**config.mk**
```make
export PLATFORM = sky130hd
export DESIGN_NAME = ps_pcstk_ctrl_flat
export DESIGN_NICKNAME = d
export VERILOG_FILES = /design/src/rtl/ps_pcstk_ctrl_if.sv /design/src/rtl/ps_pcstk_ctrl.sv /design/src/flat_wrapper.sv
export SDC_FILE = /design/constraint.sdc
export NUM_CORES = 1
export LEC_CHECK = 0
export ABC_AREA = 1
export CORE_AREA = 5 5 248 178
export DETAILED_ROUTE_END_ITERATION = 10
export DIE_AREA = 0 0 253 183
export DONT_BUFFER_PORTS = 1
export GPL_TIMING_DRIVEN = 1
export PLACE_DENSITY = 0.71
export SYNTH_ARGS = -nofsm -noshare
export SYNTH_HDL_FRONTEND = slang
export SYNTH_SLANG_ARGS = --single-unit
```
**constraint.sdc**
```tcl
create_clock -name clk -period 3.9 [get_ports clk]
set_clock_uncertainty 0.1 [all_clocks]
set_input_delay 1.17 -clock clk [delete_from_list [all_inputs] [get_ports clk]]
set_output_delay 1.17 -clock clk [all_outputs]
set_load 0.05 [all_outputs]
```
**src/rtl/ps_pcstk_ctrl_if.sv**
```systemverilog
// rtl/ps_pcstk_ctrl_if.sv - request/status bundle between ureg decode/sequencer and the PC-stack controller
interface ps_pcstk_ctrl_if #(
    parameter int WIDTH = 16,
    parameter int PTR_W = 5
);
    logic             ps_push;
    logic             ps_pop;
    logic [WIDTH-1:0] ps_push_data;
    logic             ps_top_wrt_en;
    logic [WIDTH-1:0] ps_top_wrt_data;
    logic             ps_flg_clr;
    logic [WIDTH-1:0] ps_pcstk_top;
    logic [PTR_W-1:0] ps_pcstkp;
    logic             ps_stck_empty;
    logic             ps_stck_full;
    logic             ps_stck_ovf;
    logic             ps_stck_unf;

    modport master (
        output ps_push, ps_pop, ps_push_data, ps_top_wrt_en, ps_top_wrt_data, ps_flg_clr,
        input  ps_pcstk_top, ps_pcstkp, ps_stck_empty, ps_stck_full, ps_stck_ovf, ps_stck_unf
    );

    modport slave (
        input  ps_push, ps_pop, ps_push_data, ps_top_wrt_en, ps_top_wrt_data, ps_flg_clr,
        output ps_pcstk_top, ps_pcstkp, ps_stck_empty, ps_stck_full, ps_stck_ovf, ps_stck_unf
    );
endinterface

```
**src/rtl/ps_pcstk_ctrl.sv**
```systemverilog
// rtl/ps_pcstk_ctrl.sv - hardware PC stack: storage, pointer, top read, full/empty and sticky error flags
module ps_pcstk_ctrl #(
    parameter int DEPTH = 30,
    parameter int WIDTH = 16,
    parameter int PTR_W = 5
) (
    input  logic              clk,
    input  logic              reset,
    ps_pcstk_ctrl_if.slave    bus
);
    logic [WIDTH-1:0] mem [DEPTH];
    logic [PTR_W-1:0] count;
    logic [PTR_W-1:0] count_nxt;
    logic [PTR_W-1:0] top_idx;
    logic [PTR_W-1:0] wr_addr;
    logic [WIDTH-1:0] wr_data;
    logic             wr_en;
    logic             set_ovf;
    logic             set_unf;
    logic             ovf;
    logic             unf;
    logic             empty;
    logic             full;

    assign empty   = (count == '0);
    assign full    = (count == PTR_W'(DEPTH));
    assign top_idx = count - PTR_W'(1);

    always_comb begin
        count_nxt = count;
        wr_en     = 1'b0;
        wr_addr   = top_idx;
        wr_data   = bus.ps_push_data;
        set_ovf   = 1'b0;
        set_unf   = 1'b0;
        case ({bus.ps_push, bus.ps_pop})
            2'b10: begin
                if (full) begin
                    set_ovf = 1'b1;
                end else begin
                    wr_en     = 1'b1;
                    wr_addr   = count;
                    count_nxt = count + PTR_W'(1);
                end
            end
            2'b01: begin
                if (empty) set_unf = 1'b1;
                else       count_nxt = top_idx;
            end
            2'b11: begin
                // push+pop replaces the top; on an empty stack it degenerates to a plain push
                wr_en = 1'b1;
                if (empty) begin
                    wr_addr   = '0;
                    count_nxt = PTR_W'(1);
                end
            end
            default: begin
                if (bus.ps_top_wrt_en) begin
                    if (empty) begin
                        set_unf = 1'b1;
                    end else begin
                        wr_en   = 1'b1;
                        wr_data = bus.ps_top_wrt_data;
                    end
                end
            end
        endcase
    end

    always_ff @(posedge clk) begin
        if (!reset) begin
            count <= '0;
            ovf   <= 1'b0;
            unf   <= 1'b0;
        end else begin
            count <= count_nxt;
            ovf   <= set_ovf | (ovf & ~bus.ps_flg_clr);
            unf   <= set_unf | (unf & ~bus.ps_flg_clr);
        end
    end

    // storage is not reset, but reset still blocks any write requested in the same cycle
    always_ff @(posedge clk) begin
        if (reset && wr_en) mem[wr_addr] <= wr_data;
    end

    assign bus.ps_pcstk_top  = empty ? '0 : mem[top_idx];
    assign bus.ps_pcstkp     = count;
    assign bus.ps_stck_empty = empty;
    assign bus.ps_stck_full  = full;
    assign bus.ps_stck_ovf   = ovf;
    assign bus.ps_stck_unf   = unf;
endmodule
```
**src/flat_wrapper.sv**
```systemverilog
// flat-port wrapper written by rule: the top's interface ports become plain ports
module ps_pcstk_ctrl_flat 
#(
    parameter int DEPTH = 30,
    parameter int WIDTH = 16,
    parameter int PTR_W = 5
)
  (clk, reset, bus_ps_push, bus_ps_pop, bus_ps_push_data, bus_ps_top_wrt_en, bus_ps_top_wrt_data, bus_ps_flg_clr, bus_ps_pcstk_top, bus_ps_pcstkp, bus_ps_stck_empty, bus_ps_stck_full, bus_ps_stck_ovf, bus_ps_stck_unf);
  ps_pcstk_ctrl_if #(.WIDTH(WIDTH), .PTR_W(PTR_W)) bus_i ();
  input  logic clk;
  input  logic reset;
  input wire logic [$bits(bus_i.ps_push)-1:0] bus_ps_push;
  input wire logic [$bits(bus_i.ps_pop)-1:0] bus_ps_pop;
  input wire logic [$bits(bus_i.ps_push_data)-1:0] bus_ps_push_data;
  input wire logic [$bits(bus_i.ps_top_wrt_en)-1:0] bus_ps_top_wrt_en;
  input wire logic [$bits(bus_i.ps_top_wrt_data)-1:0] bus_ps_top_wrt_data;
  input wire logic [$bits(bus_i.ps_flg_clr)-1:0] bus_ps_flg_clr;
  output wire logic [$bits(bus_i.ps_pcstk_top)-1:0] bus_ps_pcstk_top;
  output wire logic [$bits(bus_i.ps_pcstkp)-1:0] bus_ps_pcstkp;
  output wire logic [$bits(bus_i.ps_stck_empty)-1:0] bus_ps_stck_empty;
  output wire logic [$bits(bus_i.ps_stck_full)-1:0] bus_ps_stck_full;
  output wire logic [$bits(bus_i.ps_stck_ovf)-1:0] bus_ps_stck_ovf;
  output wire logic [$bits(bus_i.ps_stck_unf)-1:0] bus_ps_stck_unf;
  assign bus_i.ps_push = bus_ps_push;
  assign bus_i.ps_pop = bus_ps_pop;
  assign bus_i.ps_push_data = bus_ps_push_data;
  assign bus_i.ps_top_wrt_en = bus_ps_top_wrt_en;
  assign bus_i.ps_top_wrt_data = bus_ps_top_wrt_data;
  assign bus_i.ps_flg_clr = bus_ps_flg_clr;
  assign bus_ps_pcstk_top = bus_i.ps_pcstk_top;
  assign bus_ps_pcstkp = bus_i.ps_pcstkp;
  assign bus_ps_stck_empty = bus_i.ps_stck_empty;
  assign bus_ps_stck_full = bus_i.ps_stck_full;
  assign bus_ps_stck_ovf = bus_i.ps_stck_ovf;
  assign bus_ps_stck_unf = bus_i.ps_stck_unf;
  ps_pcstk_ctrl #(.DEPTH(DEPTH), .WIDTH(WIDTH), .PTR_W(PTR_W)) u_core (.clk(clk), .reset(reset), .bus(bus_i));
endmodule
```
### Word-level counts from Yosys, hierarchy flattened

Memories as Yosys holds them, arrays and structs flattened.
Index checks and enable logic that the tools add are counted.

| operators by class | value |
|---|---|
| $add $sub $neg | 2 |
| eq/ne operators | 7 |
| muxes and demuxes | 22 |
| bitwise operators | 5 |
| reductions and logical operators | 6 |

Operator list:

| kind | number |
|---|---|
| 16-bit two-way mux | 4 |
| 5-bit two-way mux | 5 |
| 5-bit one-hot mux with 3 select lines | 1 |
| 5-bit one-hot mux with 2 select lines | 1 |
| 1-bit two-way mux | 9 |
| 5-bit by 1-bit adder with 5-bit output (second input constant) | 1 |
| 5-bit equality test (second input constant) | 1 |
| 5-bit logical NOT | 1 |
| 5-bit by 1-bit subtractor with 5-bit output (second input constant) | 1 |
| 2-bit equality test (second input constant) | 2 |
| 2-bit inequality test (second input constant) | 2 |
| 4-bit AND reduction | 1 |
| 1-bit one-hot mux with 3 select lines | 1 |
| 3-bit nonzero test | 1 |
| 3-bit OR reduction | 1 |
| 1-bit bitwise AND | 2 |
| 2-bit by 1-bit equality test with 1-bit output (second input constant) | 1 |
| 2-bit by 1-bit inequality test with 1-bit output (second input constant) | 1 |
| 1-bit bitwise OR | 2 |
| 1-bit one-hot mux with 2 select lines | 1 |
| 2-bit OR reduction | 1 |
| 1-bit logical AND | 1 |
| 1-bit inverter | 1 |

| storage, ports and cells | value |
|---|---|
| register bits after elaboration | 7 |
| memory bits (writable) | 480 |
| output and inout port bits | 25 |
| memories kept | 1 |

Memories:

| name | words | width | rd ports | clocked after memory_dff | wr ports | line | RTL |
|---|---|---|---|---|---|---|---|
| u_core.mem | 30 | 16 | 1 | 0 | 1 | ps_pcstk_ctrl.sv:11 | `logic [WIDTH-1:0] mem [DEPTH];` |

### Depth between registers and ports, before layout

Gate-level depths: netlist of the first run.

| logic depth | value |
|---|---|
| word-level depth | 7 |
| gate-level depth with buffers | 16 |
| mapped depth without buffers | 11 |

### Worst setup path before layout of the first run

Ideal clock, no wire load.

| timing | value |
|---|---|
| path type | flip-flop to output port |
| start | reg u_core.count[0] (netlist: u_core.bus.ps_pcstkp[0]) |
| end | out bus_ps_pcstk_top[14] |
| arrival time | 3.119 ns |
| slack | -0.489 ns |
| cell stages (with the launch flop) | 15 |
| buffers on the path | 5 |
| cells stage by stage | dfxtp_1 -> buf_4 -> inv_2 -> buf_2 -> buf_2 -> ha_1 -> buf_2 -> inv_2 -> clkbuf_1 -> o21ai_0 -> o21ai_0 -> nor2_1 -> nor2_1 -> nor2_1 -> nor2_1 |

| on the way | value |
|---|---|
| longest elaborated chain between the ends | 3 |
| elaborated cells between the ends (all ways) | 4 |

Ends and longest elaborated chain:

| item | line | RTL |
|---|---|---|
| start: declaration | ps_pcstk_ctrl.sv:12 | `logic [PTR_W-1:0] count;` |
| start signal: assignment | ps_pcstk_ctrl.sv:77 | `count <= count_nxt;` |
| 5-bit by 1-bit subtractor with 5-bit output | ps_pcstk_ctrl.sv:27 | `assign top_idx = count - PTR_W'(1);` |
| memory 30 x 16 bit | -- |  |
| 16-bit two-way mux (*) | ps_pcstk_ctrl.sv:88 | `assign bus.ps_pcstk_top = empty ? '0 : mem[top_idx];` |
| end: declaration | flat_wrapper.sv:18 | `output wire logic [$bits(bus_i.ps_pcstk_top)-1:0] bus_ps_pcstk_top;` |

Every way passes the cells marked *; elsewhere a longest branch is shown, timed or not.

### Final worst setup path of the first run

| timing | value |
|---|---|
| start | reg u_core.count[0] (netlist: u_core.bus.ps_pcstkp[0]) |
| end | out bus_ps_pcstk_top[11] |

The elaborated chain is that of the path after synthesis.

==> impl_metrics.ini, run 1 <==
[layout]
regArea_sq_um = 14600
mostFrequentLayoutCells = nand2_1 (542), edfxtp_1 (480), nand3_1 (337), nor2_1 (84), buf_4 (69)
multi_input_area_sq_um = 5750
final_common_cell = nand2_1
fin_area_sq_um = 24600
nFillCells = 3193
post_route_cells_drive_above_1_share_pct = 18.6
nets = 1907
syn_to_final_growth_pct = 20.2
fin_util_pct = 59.0

[global_route]
track_usage_pct = 23.4
grt_pass1_vias = 13656
antenna_found_initial = 1
grt_max_degree = 108
grt-ovfl-total = 0
grt_pass1_wl_um = 82900

[critical_path]
critPathLaunchType = flip-flop
worstPathArrival_ns = 2.65
worst-path-max-fanout = 15
cp_slowest_stage_delay_ns = 0.39
setup.reg_to_reg.worst_slack_ns = 0.53
endpoint_kind = output port
r2r_end = u_core.mem[22][5]
critPathKind = reg2out
r2r_cells = 9
cpMaxStageDelayCell = dfxtp_4
crit_required_ns = 2.63
rr_startpoint = u_core.bus.ps_pcstkp[2]
path_cells = clkinv_8 > ha_4 > buf_12 > buf_16 > nand3_1 > nand3_2 > nand3_2 > a21oi_4 > nor2_4 > buf_12

[placed_design]
gp_congestion = 0.876
dp_hpwl_um = 30700
placed_area_sq_um = 21700
place_ws_ns = 0.359
portBuffers = 0

[yosys]
synth_seq_area_share_pct = 71.2
netlist_area_sq_um = 20400
syn_inst = 1791
synth_fp_nets = 1833
synth_top_area_share_pct = 70.5
synth_cell_types = 27
synth_area_leaders = edfxtp_1 (71%), nand2_1 (10%), nand3_1 (9.5%)
synth_edf_count = 480
async_reset_ff_share_pct = 0
ys_ff_latch = 487
yosys_warnings = 0
avgSynthCellArea_sq_um = 11.4
post-synth-top-area-cell = edfxtp_1
synth_ff_type = edfxtp_1

[job]
max_cap_viol_count = 0

[power_and_ir_drop]
comb_power_share_pct = 43.3
netSwitchingFraction_pct = 38.4
p_int_mw = 11.4
switchingPower_mw = 7.09
powerDensity_nw_per_um2 = 752
sequentialPowerShare_pct = 32.7
p_total_mw = 18.5
p_leak_nw = 8.93
clkPwrFrac_pct = 24.0
max-vdd-ir-drop_mv = 0.557

[run_status]
violations = negative setup slack
status = complete, but fails checks

[sta]
min_period_ns = 3.92
timing.final.crit_share_pct = 101
max_slew_margin_pct = 47.0
finalHoldViolCount = 0
tightest_slew_ns = 0.795
max_freq_ghz = 0.255
drv_slew = 0
rsz0062_at_grt = true
finalWorstSetupSlack_ns = -0.0230
finalSetupViolCount = 3
fin_setup_tns_ns = -0.0514

[floorplanning]
core-area_sq_um = 41600
ios = 63
die_width_um = 253
die_h_um = 183
initial_utilization_pct = 49.1
die-area_sq_um = 46300
fp-row-count = 63

[clock_network]
postCtsHoldBufs = 0
cts_buffer_depth = 3
clock-root-buffer = clkbuf_16
clk_pin_slew_ns = 0.07
clock_latency_ns = 0.56
cts_tree = yes
cts_max_level = 2
cts_buffers = 45
clock-sinks = 487

[drt]
first_iter_violations = 2115
vias = 14566
drc = 0
via_per_inst = 5.94
ant_nets = 0
wire_per_inst_um = 24.2
wirelength_um = 59300
first_pass_iters = 8

[hold_path]
min_path_cells = 2
hp-class = reg2reg
worstHoldStart = u_core.bus.ps_pcstkp[2]
whs_endpoint = u_core.bus.ps_pcstkp[2]
critical path, delay by kind of cell (launching register included):
kind / cells / cell delay, ns
compound gates: 1 / 0.23
simple gates: 4 / 0.43
flops: 1 / 0.39
fa+ha+maj: 1 / 0.39
buf+inv: 4 / 0.61
metal layers:
layer	share of wire, %	track usage, %	routed length, um
met5	0.061	1.33	36
met4	2.2	5.94	1290
met3	14	7.24	8170
met1	39	33.9	23300
met2	45	34.8	26500
area by class of cell:
| type | instances | area share, % |
|---|---|---|
| multi-input cells | 1153 | 23.4 |
| clock inverters | 32 | 1.13 |
| repair inverters | 1 | 0.0356 |
| clock buffers | 49 | 4.82 |
| diodes | 1 | 0.0102 |
| flip-flops and latches | 487 | 59.3 |
| well taps | 552 | 2.81 |
| repair buffers | 133 | 7.75 |
| inverters | 44 | 0.794 |
cells in the mapped netlist, types with 4 or more instances:
| cell type | instances |
|---|---|
| clkbuf_1 | 26 |
| buf_1 | 4 |
| nand2_1 | 560 |
| buf_4 | 17 |
| inv_1 | 38 |
| edfxtp_1 | 480 |
| buf_2 | 55 |
| o21ai_0 | 32 |
| nand2_2 | 8 |
| a21oi_1 | 23 |
| nand3_1 | 388 |
| buf_6 | 5 |
| mux2_2 | 16 |
| nand3_2 | 6 |
| ha_1 | 4 |
| dfxtp_1 | 7 |
| inv_2 | 6 |
| nor2_1 | 104 |
power groups by stage:
stage	sequential [mW]	clock (mW)	combinational, mW
floorplan	6.17	0	3.83
global placement	6.14	0	6.08
detailed placement	6.15	0	6.14
CTS	6.03	4.45	6.82
global route	6.04	4.68	8.34
finish	6.04	4.44	7.99
what timing repair did:
| item | CTS | global route |
|---|---|---|
| gates resized for setup | 41 | 104 |
| pin swaps | 6 | 34 |
| cloned | 9 | 16 |
| endpoints found under the hold margin | 0 | 0 |
| buffers inserted | 9 | 12 |
| endpoints found under the setup margin | 16 | 16 |
cells by family after synthesis:
family | after synthesis | synth area share (%)
multiplexers | 16 | 0.881
XOR/XNOR | 2 | 0.0857
flip-flops | 487 | 71.2
buffers and inverters | 151 | 3.61
AND/OR/NAND/NOR | 1073 | 22.5
adder cells (fa/ha/maj) | 4 | 0.245
AO/OA/AOI/OAI | 58 | 1.46
worst max-delay path by stage:
stage                            start                   end  cells after the start
2_1_floorplan  u_core.bus.ps_pcstkp[0]  bus_ps_pcstk_top[14]                     14
6_report       u_core.bus.ps_pcstkp[0]  bus_ps_pcstk_top[11]                     10
5_1_grt        u_core.bus.ps_pcstkp[0]  bus_ps_pcstk_top[14]                     12
3_3_place_gp   u_core.bus.ps_pcstkp[0]   bus_ps_pcstk_top[0]                     12
4_1_cts        u_core.bus.ps_pcstkp[0]  bus_ps_pcstk_top[13]                      9
3_5_place_dp   u_core.bus.ps_pcstkp[0]   bus_ps_pcstk_top[8]                     10
sequential cells by signal, indices dropped and copies added (netlist names):
signal / flops
u_core.mem: 480
u_core.bus.ps_pcstkp: 5
u_core.bus.ps_stck_ovf: 1
u_core.bus.ps_stck_unf: 1
per-stage QoR:
| stage | hold WS (ns) | instances |
|---|---|---|
| 2_1_floorplan | 0.584 | 1791 |
| 3_3_place_gp | 0.562 | 2324 |
| 3_5_place_dp | 0.599 | 2324 |
| 4_1_cts | 0.557 | 2423 |
| 5_1_grt | 0.588 | 2452 |
| 6_report | 0.555 | 2452 |
Power figures use the tool's default switching activity.
==> inputs of run 2 (changes only) <==
CTS_CLUSTER_DIAMETER = 50   (was default)
==> run 2 against run 1 <==
- the run still ends with negative setup slack left
- hold slack improved by 0.051 ns
- critical path depth increased by 2
- total power shrank 1.3%
- sequential power about the same
- count of clock-buffer cells in the layout increased by 4
- sequential share of layout area is 0.38 points higher
- first-iteration DRC count is 16% higher
==> impl_metrics.ini, run 2 (synthesis gave the netlist of run 1 again) <==
[drt]
drc = 0
wirelength_um = 59500
ant_nets = 0
wire_per_inst_um = 24.3
first_iter_violations = 2451
vias = 14623
via_per_inst = 5.97
first_pass_iters = 6

[critical_path]
critPathKind = reg2out
path_cells = inv_8 > ha_4 > inv_12 > buf_16 > nor2_2 > o21ai_1 > o21ai_1 > nor2_1 > nor2_2 > nor2_2 > nor2_4 > buf_12
cp.depth = 12
crit_family = simple AND/OR/NAND/NOR gates
cp_slowest_stage_delay_ns = 0.40
cpMaxStageDelayCell = ha_4
critPathLaunchType = flip-flop
crit_required_ns = 2.63
cp_common_cell = nor2_2
crit_buf_inv = 4
worst-path-max-fanout = 12
endpoint_kind = output port
r2r_cells = 9
worstPathArrival_ns = 2.66

[layout]
mostFrequentLayoutCells = nand2_1 (548), edfxtp_1 (480), nand3_1 (348), nor2_1 (84), buf_4 (74)
post_route_cells_drive_above_1_share_pct = 17.6
final_common_cell = nand2_1
fin_util_pct = 58.7
diodes = 0
syn_to_final_growth_pct = 19.4
largest_reg_flops = 480
regMostFlops = u_core.mem
finalNonFillerCells = 2448
nets = 1909

[power_and_ir_drop]
netSwitchingFraction_pct = 38.3
switchingPower_mw = 6.97
max-vdd-ir-drop_mv = 0.563
sequentialPowerShare_pct = 33.1
p_int_mw = 11.2
clkPwrFrac_pct = 23.5
powerDensity_nw_per_um2 = 746
p_leak_nw = 8.89
comb_power_share_pct = 43.4

[placed_design]
place_ws_ns = 0.359
portBuffers = 0
gp_congestion = 0.876
placedCellCount = 2324
dp_hpwl_um = 30700

[global_route]
track_usage_pct = 23.4
grt-ovfl-total = 0
antenna_found_initial = 0
grt_pass1_wl_um = 83100
grt_max_degree = 108
grt_pass1_vias = 13687

[clock_network]
cts_tree = yes
cts_buffers = 45
clock-root-buffer = clkbuf_16
clock-sinks = 487
clk_pin_slew_ns = 0.06
cts_max_level = 2
cts_buffer_depth = 3
clock_latency_ns = 0.57

[sta]
whs_ns = 0.606
fin_setup_tns_ns = -0.0444
min_period_ns = 3.93
tightest_slew_ns = 0.799
max_freq_ghz = 0.255
finalSetupViolCount = 4
finalHoldViolCount = 0
max_slew_margin_pct = 46.8
rsz0062_at_grt = true
drv_slew = 0
timing.final.crit_share_pct = 101
finalWorstSetupSlack_ns = -0.0273

[floorplanning]
ios = 63
die_h_um = 183
fp-row-count = 63
die-area_sq_um = 46300
die_width_um = 253
initial_utilization_pct = 49.1
core-area_sq_um = 41600

[run_status]
status = complete, but fails checks
violations = negative setup slack

[hold_path]
min_path_cells = 2
hp-class = reg2reg

[job]
max_cap_viol_count = 0
-- run 2: final timing paths --
check / from / slack, ns / endpoint
max: u_core.bus.ps_pcstkp[0] / -0.03 / bus_ps_pcstk_top[14]
min: u_core.bus.ps_pcstkp[2] / 0.61 / u_core.bus.ps_pcstkp[2]
min reg2reg: u_core.bus.ps_pcstkp[2] / 0.61 / u_core.bus.ps_pcstkp[2]
max reg2reg: u_core.bus.ps_pcstkp[2] / 0.59 / u_core.mem[22][4]
-- run 2: power by group through the flow --
stage          combinational, mW  clock [mW]  sequential (mW)
3_3_place_gp                6.08           0             6.14
2_1_floorplan               3.83           0             6.17
4_1_cts                     6.84        4.28             6.03
6_report                    7.91        4.27             6.04
5_1_grt                     8.26        4.52             6.04
3_5_place_dp                6.14           0             6.15
-- run 2: repair_timing --
item,4_1_cts,5_1_grt
hold buffers,0,0
resized for setup,45,66
setup endpoints to repair,16,16
setup buffers,8,15
cloned,9,16
pin swaps,8,17
-- run 2: area by class of cell --
| type | count | area [sq um] |
|---|---|---|
| Clock buffer | 53 | 1200 |
| Clock inverter | 23 | 191 |
| Fill cell | 3223 | 17200 |
| Inverter | 44 | 190 |
| Multi-Input combinational cell | 1153 | 5640 |
| Sequential cell | 487 | 14600 |
| Tap cell | 552 | 691 |
| Timing Repair Buffer | 135 | 1930 |
| Timing Repair inverter | 1 | 8.76 |
-- run 2: worst register-to-register path, stage by stage (launching register included) --
cell     delay (ns)
dfxtp_2        0.40
buf_4          0.23
nor2_4         0.12
nand3_2        0.51
nand3_1        0.31
nand3_2        0.22
nor2_1         0.24
nand2_1        0.24
nor2_1         0.31
buf_4          0.32
-- run 2: metal layers --
layer  track usage, %  up-vias  share of wire [%]
li1                 -     6406                  -
met1             34.6     7033                 39
met2             34.9     1060                 45
met3             6.44      124                 14
met4             5.61        0                2.3
met5             1.33        -                  0
-- run 2: metrics by stage --
stage | power (mW) | area, sq um
after floorplan | 9.99 | 20600
after global routing | 18.8 | 24400
final | 18.2 | 24400
after global placement | 12.2 | 21700
after CTS | 17.2 | 23600
after detailed placement | 12.3 | 21700
